===== src/rtl/cosim_mem_serializer_pkg.sv =====
// Shared encodings for the cosim memory serializer: region ids, size codes,
// FSM states and the region index mapping.
package cosim_mem_pkg;

  localparam logic [31:0] GLOBAL_ID   = 32'h1000;
  localparam logic [31:0] ILM_SEL     = 32'd0;
  localparam logic [31:0] DLM_SEL     = 32'd1;
  localparam logic [31:0] CORE_STRIDE = 32'h10;

  typedef enum logic [1:0] {
    SZ_1 = 2'd0,
    SZ_2 = 2'd1,
    SZ_4 = 2'd2,
    SZ_8 = 2'd3
  } size_e;

  typedef enum logic [1:0] {
    ST_IDLE  = 2'd0,
    ST_XFER  = 2'd1,
    ST_DRAIN = 2'd2,
    ST_RESP  = 2'd3
  } state_e;

  // Region 0 is global memory; core c owns ILM at 1+2c and DLM at 2+2c.
  function automatic logic [31:0] region_idx(input logic [31:0] core, input logic dlm);
    return 32'd1 + (core << 1) + {31'd0, dlm};
  endfunction

  function automatic logic [2:0] last_beat(input logic [1:0] size);
    logic [2:0] r;
    case (size)
      SZ_1:    r = 3'd0;
      SZ_2:    r = 3'd1;
      SZ_4:    r = 3'd3;
      default: r = 3'd7;
    endcase
    return r;
  endfunction

endpackage


===== src/rtl/cosim_mem_serializer_id_decoder.sv =====
// Pure combinational decode of region id + byte address + size into a
// region index, a byte offset inside that region and a range/decode error.
module cosim_id_decoder
  import cosim_mem_pkg::*;
#(
  parameter int          NUM_CORES   = 3,
  parameter logic [31:0] GLOBAL_BASE = 32'h8000_0000,
  parameter int          GLOBAL_SIZE = 1048576,
  parameter int          ILM_SIZE    = 4096,
  parameter int          DLM_SIZE    = 16384,
  parameter int          OFF_W       = 20,
  localparam int         RGN_W       = $clog2(1 + 2 * NUM_CORES)
) (
  input  logic [31:0]      i_id,
  input  logic [31:0]      i_addr,
  input  logic [1:0]       i_size,
  output logic [RGN_W-1:0] o_region,
  output logic [OFF_W-1:0] o_offset,
  output logic             o_err
);

  logic [31:0] w_core;
  logic [31:0] w_sel;
  logic [31:0] w_off32;
  logic [31:0] w_rgn;
  logic [32:0] w_limit;
  logic [32:0] w_n;
  logic [32:0] w_end;
  logic        w_known;
  logic        w_unused;

  assign w_core = i_id / CORE_STRIDE;
  assign w_sel  = i_id % CORE_STRIDE;
  assign w_n    = 33'd1 << i_size;

  always_comb begin
    w_known = 1'b0;
    w_off32 = '0;
    w_limit = '0;
    w_rgn   = '0;
    if (i_id == GLOBAL_ID) begin
      w_known = 1'b1;
      w_off32 = i_addr - GLOBAL_BASE;
      w_limit = 33'(GLOBAL_SIZE);
    end else if (w_core < 32'(NUM_CORES) && (w_sel == ILM_SEL || w_sel == DLM_SEL)) begin
      w_known = 1'b1;
      w_rgn   = region_idx(w_core, w_sel == DLM_SEL);
      if (w_sel == DLM_SEL) begin
        w_off32 = i_addr - 32'(ILM_SIZE);
        w_limit = 33'(DLM_SIZE);
      end else begin
        w_off32 = i_addr;
        w_limit = 33'(ILM_SIZE);
      end
    end
  end

  // 33-bit end check so an offset near 2^32 cannot wrap back into range.
  assign w_end    = {1'b0, w_off32} + w_n;
  assign o_err    = !w_known || (w_end > w_limit);
  assign o_region = w_rgn[RGN_W-1:0];
  assign o_offset = w_off32[OFF_W-1:0];
  assign w_unused = ^{w_rgn[31:RGN_W], w_off32[31:OFF_W]};

endmodule


===== src/rtl/cosim_mem_serializer.sv =====
// Serializes one 1/2/4/8-byte bus request into little-endian byte beats on
// the memory model port and returns a single assembled response.
module cosim_mem_serializer
  import cosim_mem_pkg::*;
#(
  parameter int          NUM_CORES   = 3,
  parameter logic [31:0] GLOBAL_BASE = 32'h8000_0000,
  parameter int          GLOBAL_SIZE = 1048576,
  parameter int          ILM_SIZE    = 4096,
  parameter int          DLM_SIZE    = 16384,
  parameter int          OFF_W       = 20,
  localparam int         RGN_W       = $clog2(1 + 2 * NUM_CORES)
) (
  input  logic             clock,
  input  logic             reset_n,
  input  logic             req_valid,
  output logic             req_ready,
  input  logic             req_write,
  input  logic [31:0]      req_id,
  input  logic [63:0]      req_addr,
  input  logic [1:0]       req_size,
  input  logic [63:0]      req_wdata,
  output logic             rsp_valid,
  input  logic             rsp_ready,
  output logic [63:0]      rsp_rdata,
  output logic             rsp_err,
  output logic             bd_en,
  output logic             bd_we,
  output logic [RGN_W-1:0] bd_region,
  output logic [OFF_W-1:0] bd_offset,
  output logic [7:0]       bd_wdata,
  input  logic [7:0]       bd_rdata,
  output logic [1:0]       dbg_state
);

  // Handshakes: a request transfers on the rising edge where req_valid and
  // req_ready are both high; a response transfers where rsp_valid and
  // rsp_ready are both high. rsp_* stay stable while rsp_valid waits.
  state_e           r_state;
  logic             r_req_ready;
  logic             r_rsp_valid;
  logic             r_rsp_err;
  logic             r_bd_en;
  logic             r_bd_we;
  logic [RGN_W-1:0] r_region;
  logic [OFF_W-1:0] r_offset;
  logic [7:0]       r_bd_wdata;
  logic [63:0]      r_wdata;
  logic [63:0]      r_rdata;
  logic [2:0]       r_cnt;
  logic [2:0]       r_last;
  logic             r_prev_rd;
  logic [2:0]       r_prev_idx;

  logic             w_accept;
  logic             w_err;
  logic [RGN_W-1:0] w_region;
  logic [OFF_W-1:0] w_offset;
  logic [2:0]       w_cnt_nxt;
  logic             w_unused;

  // Decode looks at the request on the accepting cycle so that an error
  // response can already be registered at the accept edge.
  cosim_id_decoder #(
    .NUM_CORES  (NUM_CORES),
    .GLOBAL_BASE(GLOBAL_BASE),
    .GLOBAL_SIZE(GLOBAL_SIZE),
    .ILM_SIZE   (ILM_SIZE),
    .DLM_SIZE   (DLM_SIZE),
    .OFF_W      (OFF_W)
  ) u_dec (
    .i_id    (req_id),
    .i_addr  (req_addr[31:0]),
    .i_size  (req_size),
    .o_region(w_region),
    .o_offset(w_offset),
    .o_err   (w_err)
  );

  assign w_accept  = req_valid && r_req_ready;
  assign w_cnt_nxt = r_cnt + 3'd1;
  assign w_unused  = ^req_addr[63:32];

  always_ff @(posedge clock or negedge reset_n) begin
    if (!reset_n) begin
      r_state     <= ST_IDLE;
      r_req_ready <= 1'b1;
      r_rsp_valid <= 1'b0;
      r_rsp_err   <= 1'b0;
      r_bd_en     <= 1'b0;
      r_bd_we     <= 1'b0;
      r_region    <= '0;
      r_offset    <= '0;
      r_bd_wdata  <= '0;
      r_wdata     <= '0;
      r_rdata     <= '0;
      r_cnt       <= '0;
      r_last      <= '0;
      r_prev_rd   <= 1'b0;
      r_prev_idx  <= '0;
    end else begin
      // Memory returns a read byte one cycle after its beat.
      if (r_prev_rd) r_rdata[{r_prev_idx, 3'b000} +: 8] <= bd_rdata;
      r_prev_rd  <= r_bd_en && !r_bd_we;
      r_prev_idx <= r_cnt;
      case (r_state)
        ST_IDLE: begin
          if (w_accept) begin
            r_req_ready <= 1'b0;
            r_rdata     <= '0;
            r_wdata     <= req_wdata;
            r_cnt       <= '0;
            r_last      <= last_beat(req_size);
            if (w_err) begin
              r_state     <= ST_RESP;
              r_rsp_valid <= 1'b1;
              r_rsp_err   <= 1'b1;
            end else begin
              r_state    <= ST_XFER;
              r_bd_en    <= 1'b1;
              r_bd_we    <= req_write;
              r_region   <= w_region;
              r_offset   <= w_offset;
              r_bd_wdata <= req_wdata[7:0];
            end
          end
        end
        ST_XFER: begin
          if (r_cnt == r_last) begin
            r_bd_en <= 1'b0;
            r_bd_we <= 1'b0;
            r_state <= ST_DRAIN;
          end else begin
            r_cnt      <= w_cnt_nxt;
            r_offset   <= r_offset + OFF_W'(1);
            r_bd_wdata <= r_wdata[{w_cnt_nxt, 3'b000} +: 8];
          end
        end
        ST_DRAIN: begin
          r_state     <= ST_RESP;
          r_rsp_valid <= 1'b1;
          r_rsp_err   <= 1'b0;
        end
        ST_RESP: begin
          if (rsp_ready) begin
            r_rsp_valid <= 1'b0;
            r_rsp_err   <= 1'b0;
            r_req_ready <= 1'b1;
            r_state     <= ST_IDLE;
          end
        end
        default: r_state <= ST_IDLE;
      endcase
    end
  end

  assign req_ready = r_req_ready;
  assign rsp_valid = r_rsp_valid;
  assign rsp_err   = r_rsp_err;
  assign rsp_rdata = r_rdata;
  assign bd_en     = r_bd_en;
  assign bd_we     = r_bd_we;
  assign bd_region = r_region;
  assign bd_offset = r_offset;
  assign bd_wdata  = r_bd_wdata;
  assign dbg_state = r_state;

endmodule

===== config.mk =====
export PLATFORM = sky130hd
export DESIGN_NAME = cosim_mem_serializer
export DESIGN_NICKNAME = d
export VERILOG_FILES = /design/src/rtl/cosim_mem_serializer_pkg.sv /design/src/rtl/cosim_mem_serializer_id_decoder.sv /design/src/rtl/cosim_mem_serializer.sv
export SDC_FILE = /design/constraint.sdc
export NUM_CORES = 1
export LEC_CHECK = 0
export CORE_MARGIN = 3
export CORE_UTILIZATION = 30
export DETAILED_ROUTE_END_ITERATION = 16
export DONT_BUFFER_PORTS = 1
export MAX_ROUTING_LAYER = met4
export PLACE_DENSITY = 0.53
export REMOVE_ABC_BUFFERS = 1
export SLEW_MARGIN = 25
export SYNTH_ARGS = -nofsm -noshare
export SYNTH_HDL_FRONTEND = slang
export SYNTH_HIERARCHICAL = 1
export SYNTH_SLANG_ARGS = --single-unit

===== constraint.sdc =====
create_clock -name clock -period 4 [get_ports clock]
set_input_delay 0.6 -clock clock [delete_from_list [all_inputs] [get_ports clock]]
set_output_delay 0.6 -clock clock [all_outputs]
set_load 0.02 [all_outputs]

### After elaboration in Yosys (flattened, before gate mapping)

Cells that the tools add are included.

* bitwise gates (word level): 1
* eq/ne operators: 14
* add/sub/neg operators: 8
* reduce and logical (&&, ||, !) cells: 21
* shift-type cells: 4
* multiplexer cells: 46
* magnitude comparators: 2

Operators by type and width (count)
* 64-bit two-way mux: 3
* 32-bit two-way mux: 3
* 33-bit two-way mux: 2
* 64-bit bitwise mux: 1
* 8-bit by 8-bit variable shift with 64-bit output, first input constant: 1
* 64-bit by 7-bit indexed part select with 8-bit output: 1
* 8-bit by 8-bit indexed part select with 64-bit output: 1
* 20-bit two-way mux: 3
* 20-bit one-hot mux with 2 select lines: 1
* 32-bit by 33-bit adder with 33-bit output: 1
* 33-bit > comparator: 1
* 1-bit by 2-bit left shift with 33-bit output, first input constant: 1
* 32-bit by 13-bit equality test with 1-bit output, second input constant: 1
* 32-bit logical NOT: 1
* 32-bit by 13-bit subtractor with 32-bit output, second input constant: 1
* 32-bit subtractor, second input constant: 1
* 28-bit by 2-bit less-than comparator with 1-bit output, second input constant: 1
* 8-bit two-way mux: 3
* 20-bit by 1-bit adder with 20-bit output, second input constant: 1
* 8-bit one-hot mux with 2 select lines: 1
* 15-bit two-way mux: 1
* 1-bit two-way mux: 12
* 3-bit two-way mux: 4
* 3-bit AND reduction: 4
* 25 further kinds: 46

* output and inout port bits: 102
* input port bits: 175
* register bits after elaboration: 176
* logic and storage cells: 111

### Longest topological paths before layout

* word-level depth: 11
* mapped depth: 26

### Hierarchy

Netlist, hierarchy kept.

Modules (own cells, without submodules)
* cosim_mem_serializer: sequential area each 4405.5 µm², cells an instance 859, instances 1, area each 8225.4 µm²
* cosim_id_decoder: sequential area each 0.0 µm², cells an instance 292, instances 1, area each 1920.6 µm²

### Worst setup path after synthesis

OpenSTA, ideal clock, no wires.

* path kind: input to register
* start point: input req_id[13]
* end point: register r_offset[17] (netlist: bd_offset[17])
* cell stages on the path: 24
* library setup time: 126 ps
* setup slack: -1591 ps
* buffers on the path: 3
* data arrival time: 5465 ps
* cells stage by stage: nor4_1 > nand4_1 > nor3_1 > clkbuf_1 > and2_1 > ha_1 > a21o_1 > a21o_1 > nand2_1 > nor4_1 > nand3b_1 > xnor2_1 > ha_1 > nand4_1 > a21oi_1 > nand3_1 > o31ai_1 > a41o_1 > nand4_1 > and4b_1 > buf_2 > a21oi_1 > buf_2 > a221o_1

* longest elaborated chain between the ends: 9

Ends and longest elaborated chain
* start, declared: RTL line cosim_mem_serializer.sv:19 `input logic [31:0] req_id,`
* 28-bit by 2-bit less-than comparator with 1-bit output: RTL line cosim_mem_serializer_id_decoder.sv:45 `end else if (w_core < 32'(NUM_CORES) && (w_sel == ILM_SEL || w_sel == DLM_SEL)) begin`
* 1-bit logical AND: RTL line cosim_mem_serializer_id_decoder.sv:45
* 32-bit two-way mux: RTL line cosim_mem_serializer_id_decoder.sv:45
* 32-bit two-way mux *: RTL line cosim_mem_serializer_id_decoder.sv:41 `if (i_id == GLOBAL_ID) begin`
* via w_offset[2]: RTL line cosim_mem_serializer.sv:58 `logic [OFF_W-1:0] w_offset;`
* 32-bit by 33-bit adder with 33-bit output *: RTL line cosim_mem_serializer_id_decoder.sv:59 `assign w_end = {1'b0, w_off32} + w_n;`
* 33-bit > comparator *: RTL line cosim_mem_serializer_id_decoder.sv:60 `assign o_err = !w_known || (w_end > w_limit);`
* 1-bit logical OR *: RTL line cosim_mem_serializer_id_decoder.sv:60
* via w_err: RTL line cosim_mem_serializer.sv:56 `logic w_err;`
* 2-bit != test (no source line) *
* 4-bit AND reduction (no source line) *
* end signal, assigned: RTL line cosim_mem_serializer.sv:123 `r_offset <= w_offset;`
* end signal, assigned: RTL line cosim_mem_serializer.sv:135 `r_offset <= r_offset + OFF_W'(1);`
* end, declared: RTL line cosim_mem_serializer.sv:46 `logic [OFF_W-1:0] r_offset;`

Mark *: on every way through the listed nets, which the timed path passes. The rest lies on a longest branch. The select of a mux whose other input is x is not followed.
A chain may end at the register's enable or synchronous reset.

### Worst setup path in the final report

* start point: input req_id[10]
* end point: register r_offset[17] (netlist: bd_offset[17])

Same word-level chain as after synthesis.

==> impl_metrics.json <==
{
  "status": "finished, violations left",
  "violations": "negative hold slack, negative setup slack",
  "syn_area_mm2": 0.0101,
  "setup_ws_ns": -0.561,
  "start_util": 0.308,
  "yosysUniqueCellTypes": 78,
  "worst_slew_pin_slew_ns": 0.907,
  "setup-tns-final_ns": -17.10,
  "power_mw": 7.16,
  "whs_ns": -0.135,
  "seq_area_frac_synth": 0.434,
  "cp-end-kind": "flop",
  "finalHoldViolCount": 175,
  "cellLeakagePower_nw": 5.69,
  "die_h_um": 190,
  "drtPass1Iterations": 4,
  "cp_num_buf_inv": 1,
  "regArea_mm2": 0.00441,
  "gp_congestion": 0.890,
  "viasPerCell": 5.17,
  "required_ns": 4.37,
  "crit_start": "req_id[10]",
  "grt_max_degree": 177,
  "slew_viol_final": 0,
  "synth_warnings": 6,
  "htreeDepth": 4,
  "netlist_instances": 1151,
  "die_w_um": 190,
  "drtIter0Drc": 520,
  "final_common_cell": "nand2_1",
  "grt_pass1_vias": 8515,
  "setup_viol": 36,
  "grt-ovfl-total": 0,
  "relSlewSlack": 0.395,
  "ios": 277,
  "wire_per_inst_um": 18.9,
  "cp.arrival_ns": 4.93,
  "io_buffer_count": 0,
  "drive_gt1_frac": 0.198,
  "nFillCells": 3303,
  "num_vias": 8707,
  "layout_common_cells": "nand2_1, dfrtp_1, buf_4",
  "p_per_area_mw_per_mm2": 578,
  "cts_tree": "built",
  "clkSlewWorstSetupHoldPaths_ns": 0.07,
  "synthFlopType": "dfrtp_1",
  "hpwl_um": 22600,
  "drtAntennaViolNets": 0,
  "slowest_stage": "and4b_1",
  "rows": 66,
  "grt.total_usage": 0.178,
  "ir_drop_mv": 0.313,
  "synth_edf_count": 0,
  "fin_skew_ns": 0.00977,
  "area.growth.synth_to_final_pct": 22.0,
  "min_period_over_period": 1.14,
  "antenna_found_initial": 2,
  "clockRootBuffer": "clkbuf_16",
  "slowest_delay_ns": 0.33,
  "syn_avg_cell_area_um2": 8.81,
  "grt_first_pass_wirelength_um": 49500,
  "maxCapViolCount": 0,
  "wirelength_um": 31800,
  "clock_path_buffers": 2,
  "post-place-ws_ns": -1.46,
  "synth-seq-cells": 176,
  "ys_async_sr_fraction": 1.00,
  "crit_family": "simple AND/OR/NAND/NOR gates",
  "hp-class": "in -> async",
  "drcViolationCount": 0,
  "reg2reg_from": "r_prev_idx[0]",
  "coreArea_mm2": 0.0329,
  "numClockSinks": 176,
  "dieArea_mm2": 0.0361,
  "crit_type": "in -> reg",
  "fmax_mhz": 219,
  "cts_buffers": 17,
  "crit_fanout": 3,
  "multi_input_area_mm2": 0.00571,
  "nets": 1421,
  "finalCriticalPeriod_ns": 4.56,
  "clk-insertion-delay-late_ns": 0.43,
  "cpMostUsedCell": "nand4_1",
  "startpoint_type": "primary input",
  "rsz0062_at_grt": "true"
}
-- cells in the mapped netlist, types with 4 or more instances --
cell type	n	area, um2
inv_1	19	71.3
nor2_1	100	375
nand3_1	43	215
nand4_1	25	156
a2111oi_0	5	43.8
dfrtp_1	175	4380
mux2i_1	69	691
xor2_1	7	61.3
or3_1	9	56.3
mux4_2	16	360
ha_1	18	225
a21oi_1	46	230
a22oi_1	8	60.1
o21ai_0	42	210
or4_1	5	37.5
a211oi_1	6	45.0
nor2b_1	7	43.8
clkbuf_1	42	158
and2_1	19	119
xnor2_1	20	175
and3_1	5	31.3
and4_1	5	43.8
nand2b_1	9	56.3
mux2_2	5	56.3
buf_2	18	90.1
nor4_1	18	113
o31ai_1	4	30.0
or2_2	5	31.3
nor3_1	15	75.1
nand3b_1	5	37.5
nand2_1	290	1090
o22ai_1	12	75.1
a31oi_1	8	50.1
-- through the flow --
stage / area, um2 / std cells / utilization / hold WS, ns
global route: 12400 / 1683 / 0.376 / -0.161
detailed placement: 11300 / 1631 / 0.342 / 0.315
global placement: 11300 / 1631 / 0.341 / 0.315
finish: 12400 / 1683 / 0.376 / -0.135
CTS: 12200 / 1678 / 0.370 / -0.156
floorplan: 9850 / 1083 / - / 0.304
-- report_power, final --
| part | total [mW] | internal, mW | switching, mW |
|---|---|---|---|
| Clock | 1.65 | 0.914 | 0.738 |
| Sequential | 3.33 | 2.41 | 0.924 |
| Combinational | 2.17 | 0.955 | 1.22 |
| Total | 7.16 | 4.28 | 2.88 |
-- registers in the layout, summed over array words and instances (netlist names), 2 cells and up --
name        count
rsp_rdata      64
r_last          3
bd_region       3
bd_wdata        8
bd_offset      20
r_cnt           3
r_wdata        64
r_prev_idx      3
dbg_state       2
-- routing by layer --
| layer | up-vias | global-route usage | share of wire |
|---|---|---|---|
| met5 | - | - | 0 |
| met4 | 0 | 0.0392 | 0.014 |
| met3 | 19 | 0.0516 | 0.077 |
| met2 | 235 | 0.270 | 0.46 |
| met1 | 4267 | 0.239 | 0.45 |
| li1 | 4186 | - | - |
-- final timing paths --
| path | end | slack [ns] | cells after the start |
|---|---|---|---|
| setup reg to reg | rsp_rdata[3] | 1.20 | 7 |
| max in group asynchronous | r_wdata[36] | 3.86 | 0 |
| setup / recovery | bd_offset[17] | -0.56 | 25 |
| hold / removal | rsp_rdata[56] | -0.13 | 0 |
| min in group clock | r_wdata[51] | 0.27 | 2 |
| hold reg to reg | r_wdata[40] | 0.47 | 2 |
-- cell families after synthesis --
kind of cell | Yosys count | synth area share
XOR/XNOR | 27 | 0.0233
buffers and inverters | 88 | 0.0369
adder cells (fa/ha/maj) | 19 | 0.0242
AND/OR/NAND/NOR | 578 | 0.261
multiplexers | 90 | 0.109
AO/OA/AOI/OAI | 173 | 0.111
flip-flops | 176 | 0.434
-- repair_timing --
action | in CTS | in global routing
endpoints found under the hold margin | 175 | 175
setup buffers | 14 | 2
cloned | 2 | 2
setup endpoints to repair | 36 | 36
gates resized for setup | 40 | 50
pin swaps | 23 | 6
-- final cells by class --
class	instances	area share
multi-input combinational	887	0.461
sequential	176	0.356
timing repair buffer	125	0.0853
tap	442	0.0447
clock buffer	21	0.0380
clock inverter	10	0.00809
inverter	20	0.00607
antenna	2	0.000404
No activity file was read; power rests on OpenSTA's default activity.
